### src/rtl/pc_fetch_ctrl.sv
// Program-counter register and instruction-fetch sequencer for the OTTER core.
// Holds PC, selects the next PC and handshakes each fetch with instruction memory.
module pc_fetch_ctrl #(
  parameter logic [31:0] RESET_VEC   = 32'h0000_0000,
  parameter int          ACK_TIMEOUT = 16
) (
  input  logic        CLK,
  input  logic        RST,
  input  logic        PC_WRITE,
  input  logic [2:0]  PC_SOURCE,
  input  logic [31:0] PC_PLUS4,
  input  logic [31:0] JALR,
  input  logic [31:0] BRANCH,
  input  logic [31:0] JAL,
  input  logic [31:0] MTVEC,
  input  logic [31:0] MEPC,
  input  logic        IMEM_ACK,
  output logic [31:0] PC,
  output logic [31:0] IMEM_ADDR,
  output logic        IMEM_REQ,
  output logic        IR_VALID,
  output logic        MISALIGN,
  output logic        FETCH_ERR,
  output logic [7:0]  WAIT_CNT,
  output logic [1:0]  DBG_STATE
);

  // Handshake: IMEM_REQ is high for every cycle spent in FETCH; the first
  // cycle with IMEM_ACK high completes the fetch and the word for PC is then
  // valid (IR_VALID) until the control FSM accepts a PC_WRITE.
  typedef enum logic [1:0] {
    ST_START = 2'd0,
    ST_FETCH = 2'd1,
    ST_READY = 2'd2,
    ST_ERROR = 2'd3
  } state_t;

  localparam logic [7:0] TIMEOUT_LAST = 8'(ACK_TIMEOUT - 1);

  state_t      state, state_nxt;
  logic [31:0] pc_q, pc_nxt;
  logic [31:0] target;
  logic        misalign_q, misalign_nxt;
  logic        fetch_err_q, fetch_err_nxt;
  logic [7:0]  wait_q, wait_nxt;

  always_comb begin
    case (PC_SOURCE)
      3'd1:    target = JALR;
      3'd2:    target = BRANCH;
      3'd3:    target = JAL;
      3'd4:    target = MTVEC;
      3'd5:    target = MEPC;
      default: target = PC_PLUS4;
    endcase
  end

  always_comb begin
    state_nxt     = state;
    pc_nxt        = pc_q;
    misalign_nxt  = misalign_q;
    fetch_err_nxt = fetch_err_q;
    wait_nxt      = wait_q;
    case (state)
      ST_START: begin
        state_nxt = ST_FETCH;
        wait_nxt  = 8'd0;
      end
      ST_FETCH: begin
        // An ACK in the timeout cycle still completes the fetch.
        if (IMEM_ACK) begin
          state_nxt = ST_READY;
        end else begin
          if (wait_q != 8'hFF) wait_nxt = wait_q + 8'd1;
          if (wait_q == TIMEOUT_LAST) begin
            state_nxt     = ST_ERROR;
            fetch_err_nxt = 1'b1;
          end
        end
      end
      ST_READY: begin
        if (PC_WRITE) begin
          if (target[1:0] == 2'b00) begin
            pc_nxt       = target;
            misalign_nxt = 1'b0;
            wait_nxt     = 8'd0;
            state_nxt    = ST_FETCH;
          end else begin
            misalign_nxt = 1'b1;
          end
        end
      end
      ST_ERROR: begin
        state_nxt = ST_ERROR;
      end
      default: begin
        state_nxt = ST_START;
      end
    endcase
  end

  always_ff @(posedge CLK) begin
    if (RST) begin
      state       <= ST_START;
      pc_q        <= RESET_VEC;
      misalign_q  <= 1'b0;
      fetch_err_q <= 1'b0;
      wait_q      <= 8'd0;
    end else begin
      state       <= state_nxt;
      pc_q        <= pc_nxt;
      misalign_q  <= misalign_nxt;
      fetch_err_q <= fetch_err_nxt;
      wait_q      <= wait_nxt;
    end
  end

  assign PC        = pc_q;
  assign IMEM_ADDR = pc_q;
  assign IMEM_REQ  = (state == ST_FETCH);
  assign IR_VALID  = (state == ST_READY);
  assign MISALIGN  = misalign_q;
  assign FETCH_ERR = fetch_err_q;
  assign WAIT_CNT  = wait_q;
  assign DBG_STATE = state;

endmodule
### config.mk
export PLATFORM = sky130hd
export DESIGN_NAME = pc_fetch_ctrl
export DESIGN_NICKNAME = d
export VERILOG_FILES = /design/src/rtl/pc_fetch_ctrl.sv
export SDC_FILE = /design/constraint.sdc
export NUM_CORES = 1
export LEC_CHECK = 0
export BUFFER_PORTS_ARGS = -buffer_cell sky130_fd_sc_hd__buf_2
export CORE_AREA = 2 2 107 109
export DETAILED_ROUTE_END_ITERATION = 7
export DIE_AREA = 0 0 109 111
export HOLD_SLACK_MARGIN = 0.05
export PLACE_DENSITY = 0.76
export SLEW_MARGIN = 25
export SYNTH_ARGS = -nofsm -noshare
export SYNTH_HDL_FRONTEND = slang
export SYNTH_SLANG_ARGS = --single-unit
### constraint.sdc
create_clock -name CLK -period 2.75 [get_ports CLK]
set_clock_uncertainty 0.1 [all_clocks]
set_input_delay 0.275 -clock CLK [delete_from_list [all_inputs] [get_ports CLK]]
set_output_delay 0.275 -clock CLK [all_outputs]
set_load 0.005 [all_outputs]
==> metrics.txt, run 1 <==
GRT Total Usage between 20% and 30%; Peak VDD IR ~0.24 mV; wire length per cell 16.3 um; sequential-to-total area share from yosys stat 23.0%; Clock transition at path regs around 0.06 ns; DP HPWL 10200 um; fraction of layout cells with a size suffix above 1 47.3%; Routed Wire Length about 13000 um; most frequent cells in the layout 276 x buf_2, 44 x dfxtp_1, 44 x mux2i_1; drt initial violations 304; via count roughly 4400; Final nets between 800 and 900; CTS resizes 0; Worst Tran Pin Value about 0.68 ns; DP Cell Count 818; LEAKAGE 2.66 nW; Setup crit end kind flip-flop; IO buf count between 200 and 300; DRC violations left 0; Slew Viols, Final 0; row count 39; Max H-tree Level 2; Post-synth EDFFs 0; # fillers approximately 1100; crit path launch type primary input; aggregate global routing overflow 0; total number of yosys warnings 0; synthesized cell area around 3800 um^2; Worst Path Class, Setup primary input to flip-flop; Area Overhead vs Synth 34.2%; DP Area 4970 um^2; final setup fails 0; 1st-pass router iterations 5; io pins 277; syn nets between 600 and 700; Primary FF master, synth dfxtp_1; most common library cell in the layout ignoring fill and taps buf_2; Fmax achieved just over 0.5 GHz; crit-path max FO 12; TritonCTS Buffers 5; clk root buf clkbuf_16; die height ~110 um; Setup TNS Final 0 ns; setup slack after layout roughly 0.76 ns; Tmin final about 2.0 ns; Hold Path Class primary input to flip-flop; asr flop ratio synth 0%; Core Region about 11000 um^2; Pwr per Cell Area around 360 nW/um^2; clk buf depth 2; Mapped Avg Cell Area between 8 and 9 um^2; die area ~12000 um^2; period utilisation layout between 70 and 80%; final hold vios 0; CTS Sinks 44; final non-filler cell total roughly 830; vias in the first global route approximately 4000; Final Total Pwr 1.85 mW; n_diodes 0; fin area between 5000 and 6000 um^2; die width ~110 um; max_cap viols 0; RSZ-0062 raised after global routing false; first-pass GRT wire length 19900 um; initial antenna violation count 0; relative slew slack a little over half; pin count of the biggest net entering global routing 38; Place WS 0.472 ns; Skew-Pair Late Insertion Delay a little under 0.3 ns; Post-CTS Repair Setup Buffers 0; register bit total from synthesis 44; Netlist cell types 52; Worst Path Required 2.82 ns; DR vias/cell 5.35; Cells after Synth 460; CP arrival between 2 and 2.5 ns; TritonCTS clock tree done; Final GP Congestion ~0.83; # hold bufs at CTS 0; status complete, no violations; initial core utilization 34.6%; Final ANT Viol Nets 0
area by class of cell:
| class | count | area (um^2) | share of cell area (%) |
|---|---|---|---|
| multi-input combinational | 338 | 2420 | 47.1 |
| timing repair buffer | 288 | 1470 | 28.6 |
| inverter | 5 | 18.8 | 0.365 |
| clock buffer | 5 | 125 | 2.43 |
| sequential | 44 | 881 | 17.1 |
| tap | 143 | 179 | 3.48 |
| clock inverter | 3 | 47.5 | 0.924 |
worst paths after layout:
| kind | from | endpoint | slack (ns) | cells past startpoint |
|---|---|---|---|---|
| worst min-delay path | PC_PLUS4[10] | IMEM_ADDR[10] | 0.20 | 3 |
| worst max-delay path | PC_SOURCE[0] | IMEM_ADDR[3] | 0.76 | 7 |
| worst min register to register | MISALIGN | MISALIGN | 0.37 | 2 |
| worst max register to register | WAIT_CNT[0] | WAIT_CNT[7] | 0.79 | 6 |
registers in the layout (all words and copies together) (netlist names):
register,cells
MISALIGN,1
IMEM_ADDR,32
DBG_STATE,2
WAIT_CNT,8
FETCH_ERR,1
stage by stage:
step	hold WS, ns	util, %
after floorplan	0.353	-
after global placement	0.346	44.9
after detailed placement	0.359	44.9
after CTS	0.194	46.4
after global routing	0.205	46.4
final	0.202	46.4
worst max-delay path, cell delays in order:
cell and delay, ns:
buf_2 0.21, nand2b_1 0.49, o21ai_1 0.17, nor3_2 0.28
o21bai_4 0.10, buf_4 0.21, mux2_1 0.33
kinds of logic after synthesis:
family / Yosys count / synth area share (%)
adders and majority gates: 1 / 0.326
buffers and inverters: 78 / 14.0
muxes: 55 / 15.6
DFF: 44 / 23.0
and+or+nand+nor: 118 / 15.7
AOI/OAI and AO/OA: 164 / 31.4
cell usage after synthesis, types with 2 or more instances:
cell | n | area, um^2
a211o_1 | 5 | 43.8
a211oi_1 | 12 | 90.1
a21boi_0 | 3 | 22.5
a21o_1 | 6 | 45.0
a21oi_1 | 25 | 125
a311oi_1 | 5 | 43.8
a32oi_1 | 5 | 43.8
a41oi_1 | 2 | 17.5
and3_1 | 6 | 37.5
buf_1 | 2 | 7.51
buf_2 | 13 | 65.1
buf_4 | 39 | 293
buf_6 | 11 | 124
clkbuf_1 | 8 | 30.0
dfxtp_1 | 44 | 881
inv_2 | 4 | 15.0
mux2_4 | 9 | 135
mux2i_1 | 44 | 440
nand2_1 | 42 | 158
nand2b_1 | 17 | 106
nand3_1 | 3 | 15.0
nor2_1 | 17 | 63.8
nor2b_1 | 23 | 144
nor3_2 | 3 | 30.0
o211ai_1 | 14 | 105
o21a_1 | 6 | 45.0
o21ai_0 | 20 | 100
o22ai_1 | 25 | 156
o32a_1 | 11 | 110
o32ai_1 | 14 | 123
per-layer routing:
layer  GRT usage [%]  part of all wire [%]
met1            24.8                    40
met5               0                     0
met4            4.79                   1.1
met2            37.3                    49
met3            5.00                   9.3
power by group:
group | internal, mW | switching (mW)
clock network | 0.432 | 0.264
logic | 0.243 | 0.253
registers | 0.647 | 0.0108
total | 1.32 | 0.527
Power figures use the tool's default switching activity.
==> inputs of run 2 (changes only) <==
--- a/config.mk
+++ b/config.mk
@@ -6,11 +6,11 @@
 export NUM_CORES = 1
 export LEC_CHECK = 0
 export BUFFER_PORTS_ARGS = -buffer_cell sky130_fd_sc_hd__buf_2
-export CORE_AREA = 2 2 107 109
+export CORE_AREA = 2 2 108 110
 export DETAILED_ROUTE_END_ITERATION = 7
-export DIE_AREA = 0 0 109 111
+export DIE_AREA = 0 0 110 112
 export HOLD_SLACK_MARGIN = 0.05
-export PLACE_DENSITY = 0.76
+export PLACE_DENSITY = 0.75
 export SLEW_MARGIN = 25
 export SYNTH_ARGS = -nofsm -noshare
 export SYNTH_HDL_FRONTEND = slang
==> constraint.sdc (replaced) <==
create_clock -name CLK -period 2.1 [get_ports CLK]
set_clock_uncertainty 0.1 [all_clocks]
set_input_delay 0.21 -clock CLK [delete_from_list [all_inputs] [get_ports CLK]]
set_output_delay 0.21 -clock CLK [all_outputs]
set_load 0.005 [all_outputs]
==> run 2 against run 1 <==
Net effect: critical path depth unchanged; clock power increased by 14%; worst setup slack got worse by 0.43 ns; largest power group is now sequential cells; register-to-register slack got worse by 0.46 ns; worst hold slack got worse by 0.068 ns; via count increased by 0.34%.
==> metrics.txt, run 2 (same netlist as run 1, synthesis figures left out) <==
die width between 100 and 150 um; Setup crit end kind flip-flop; row count 39; Setup TNS Final 0 ns; Slew Viols, Final 0; Skew-Pair Late Insertion Delay between 0.2 and 0.3 ns; most common library cell in the layout ignoring fill and taps buf_2; GRT Total Usage between 20% and 30%; relative slew slack 54.4%; DP HPWL around 11000 um; DR vias/cell between 5 and 6; clk root buf clkbuf_16; period utilisation layout 84.1%; most frequent cells in the layout 276 x buf_2, 44 x dfxtp_1, 44 x mux2i_1; initial core utilization 34.3%; final setup fails 0; drt initial violations 260; io pins approximately 280; R2R Setup Slk between 0.3 and 0.4 ns; max_cap viols 0; CTS resizes 0; Final nets between 800 and 900; # hold bufs at CTS 0; Tmin final between 1.5 and 2 ns; first-pass GRT wire length just over 20000 um; Post-CTS Repair Setup Buffers 0; Pwr per Cell Area ~440 nW/um^2; aggregate global routing overflow 0; Final ANT Viol Nets 0; RSZ-0062 raised after global routing false; clk buf depth 2; wire length per cell 16.8 um; via count between 4000 and 5000; status complete, no violations; R2R cell count 7; LEAKAGE roughly 2.7 nW; Hold Path Class primary input to flip-flop; Routed Wire Length ~14000 um; pin count of the biggest net entering global routing 38; fin area approximately 5200 um^2; crit path launch type flip-flop; Worst Path Required ~2.2 ns; TritonCTS Buffers 5; n_diodes 0; TritonCTS clock tree done; Max H-tree Level 2; Area Overhead vs Synth 36.5%; initial antenna violation count 3; Worst Path Class, Setup flip-flop to flip-flop; CP startpoint WAIT_CNT[1]; CTS Sinks between 40 and 50; HP Start PC_PLUS4[6]; Clock transition at path regs ~0.070 ns; Worst Tran Pin Value just under 0.7 ns; fraction of layout cells with a size suffix above 1 48.3%; CP arrival ~1.9 ns; vias in the first global route between 4000 and 5000; DRC violations left 0; crit-path max FO 8; die height ~110 um; RR Startpoint WAIT_CNT[1]; hold path cells 3; final hold vios 0; Core Region 11200 um^2; Peak VDD IR 0.293 mV; DP Area just over 5000 um^2; 1st-pass router iterations 4; Final GP Congestion 0.857; die area approximately 12000 um^2; max FFs per register 32; IO buf count about 280; Fmax achieved between 0.5 and 0.6 GHz; # fillers 1149
-- run 2: power breakdown --
| group | leakage (nW) | internal, mW | total, mW | switching, mW |
|---|---|---|---|---|
| Sequential | 0.355 | 0.847 | 0.859 | 0.0121 |
| Combinational | 2.29 | 0.334 | 0.675 | 0.342 |
| Clock | 0.0660 | 0.443 | 0.791 | 0.348 |
| Total | 2.71 | 1.62 | 2.33 | 0.702 |
-- run 2: final timing paths --
| check | to |
|---|---|
| worst max-delay path | WAIT_CNT[7] |
| worst max register to register | WAIT_CNT[7] |
| worst min register to register | MISALIGN |
| worst min-delay path | IMEM_ADDR[6] |
-- run 2: per-layer routing --
layer	track usage (%)	up-vias	wire length, um
met1	24.1	2023	5560
met2	39.9	215	7100
li1	-	2163	-
met3	4.39	31	1110
met5	0	-	27
met4	7.76	4	323
-- run 2: layout make-up --
cell class                 count  area (um^2)  area share (%)
multi-input combinational    338         2420            46.3
timing repair buffer         301         1580            30.2
sequential                    44          881            16.8
tap                          143          179            3.42
clock buffer                   5          125            2.39
clock inverter                 3         23.8           0.455
inverter                       5         18.8           0.359
-- run 2: stage by stage --
step                      std cells  setup slack [ns]  power [mW]  utilization (%)  hold slack, ns
after detailed placement        831             0.210        1.55             45.5           0.357
final                           839             0.335        2.33             46.8           0.133
after CTS                       839             0.352        2.36             46.8           0.129
after global placement          831             0.252        1.55             45.5           0.348
after global routing            839             0.201        2.46             46.8           0.134
after floorplan                 460             0.353        1.26                -           0.306
-- run 2: critical path: stages (launching register included) --
cell and delay (ns):
dfxtp_1 0.34, ha_1 0.19, nand3_1 0.12, nor3_2 0.27
o31ai_2 0.09, buf_4 0.18, and3_1 0.18, a211oi_1 0.20
==> inputs of run 3 (changes only) <==
==> constraint.sdc (replaced) <==
create_clock -name CLK -period 1.75 [get_ports CLK]
set_clock_uncertainty 0.1 [all_clocks]
set_input_delay 0.175 -clock CLK [delete_from_list [all_inputs] [get_ports CLK]]
set_output_delay 0.175 -clock CLK [all_outputs]
set_load 0.005 [all_outputs]
==> run 3 against run 2 <==
Net effect: clock-buffer cell count did not move; register-to-register slack got worse by 0.22 ns; total power rose by 22%; sequential power rose by 20%; largest power group unchanged; non-clock buffer count rose by 21; cell count rose by 2.5%.
==> metrics.txt, run 3 (same netlist as run 1, synthesis figures left out) <==
status complete, no violations; crit path launch type flip-flop; die area about 12000 um^2; most frequent cells in the layout 276 x buf_2, 44 x mux2i_1, 43 x dfxtp_1; TritonCTS clock tree done; max FFs per register 32; CP max stage cell dfxtp_1; max_cap viols 0; final hold vios 0; clk buf depth 2; Peak VDD IR 0.351 mV; TritonCTS Buffers 5; Final Total Pwr ~2.8 mW; aggregate global routing overflow 0; period utilisation layout about 93%; Max H-tree Level 2; Final ANT Viol Nets 0; pin count of the biggest net entering global routing 33; fraction of layout cells with a size suffix above 1 between 50 and 60%; DP Cell Count 852; Routed Wire Length between 10000 and 15000 um; CTS Sinks 44; DRC violations left 0; # hold bufs at CTS 0; Final GP Congestion between 0.8 and 0.9; clk root buf clkbuf_16; worst hold slack a little over 0.1 ns; via count around 4500; Worst Path Required between 1.5 and 2 ns; initial antenna violation count 0; LEAKAGE 2.84 nW; die height 112 um; Area Overhead vs Synth 42.2%; initial core utilization about 34%; Final nets ~920; final non-filler cell total 860; n_diodes 0; Worst Tran Pin Value about 0.42 ns; Setup TNS Final 0 ns; Core Region roughly 11000 um^2; Fmax achieved roughly 0.6 GHz; wire length per cell around 16 um; DP HPWL about 11000 um; CP peak stage delay 0.34 ns; vias in the first global route approximately 4200; final setup fails 0; io pins between 200 and 300; first-pass GRT wire length around 21000 um; drt initial violations 237; crit path cell chain ha_1, nand3_1, nor3_4, o31ai_4, and3_1, a211oi_1; IO buf count between 200 and 300; Tmin final about 1.6 ns; crit-path max FO 6; Hold Path Class primary input to flip-flop; relative slew slack 72.1%; Slew Viols, Final 0; 1st-pass router iterations 4; Worst Path Class, Setup flip-flop to flip-flop; CP arrival roughly 1.7 ns; Clock transition at path regs ~0.07 ns; Skew-Pair Late Insertion Delay approximately 0.29 ns; Pwr per Cell Area 521 nW/um^2; die width 110 um; row count 39; GRT Total Usage around 22%; most common library cell in the layout ignoring fill and taps buf_2; Setup crit end kind flip-flop; DR vias/cell 5.21; RSZ-0062 raised after global routing false
-- run 3: worst max-delay path, delay by kind of cell, from the launching register on --
family	cells	cell delay [ns]
AO/OA/AOI/OAI	2	0.36
adder cells (fa/ha/maj)	1	0.18
flip-flops	1	0.34
AND/OR/NAND/NOR	3	0.56
-- run 3: what timing repair did --
action / CTS / global route
setup endpoints to repair: 0 / 7
hold endpoints to repair: 0 / 0
gates resized for setup: 0 / 5
setup buffers: 0 / 0
-- run 3: cell type report --
class / instances / area (um^2)
Timing Repair Buffer: 322 / 1780
Inverter: 5 / 18.8
Clock inverter: 3 / 23.8
Clock buffer: 5 / 125
Fill cell: 1123 / 5720
Multi-Input combinational cell: 338 / 2440
Tap cell: 143 / 179
Sequential cell: 44 / 882
-- run 3: path summary, 6_finish.rpt --
path / endpoint / cells after the start / slack (ns) / from
worst max-delay path: WAIT_CNT[7] / 6 / 0.12 / WAIT_CNT[1]
worst min-delay path: IMEM_ADDR[10] / 3 / 0.10 / PC_PLUS4[10]
worst max register to register: WAIT_CNT[7] / 6 / 0.12 / WAIT_CNT[1]
worst min register to register: MISALIGN / 2 / 0.37 / MISALIGN
-- run 3: metal layers --
layer	vias up	global-route usage (%)	part of all wire, %
met3	16	3.86	8.3
li1	2211	-	-
met1	2033	24.9	40
met2	221	39.2	50
met5	-	0	0
met4	0	6.92	1.6
-- run 3: report_power, final --
| group | switching [mW] | internal (mW) |
|---|---|---|
| clock network | 0.418 | 0.531 |
| logic | 0.421 | 0.441 |
| registers | 0.0125 | 1.02 |
| total | 0.851 | 1.99 |
-- run 3: metrics by stage --
stage / util, % / cell area (um^2) / setup WS, ns
finish: 48.8 / 5450 / 0.117
global placement: 47.2 / 5280 / -0.0190
CTS: 48.6 / 5430 / 0.0415
global route: 48.8 / 5450 / 0.0236
floorplan: - / 3830 / 0.00341
detailed placement: 47.2 / 5280 / -0.0494
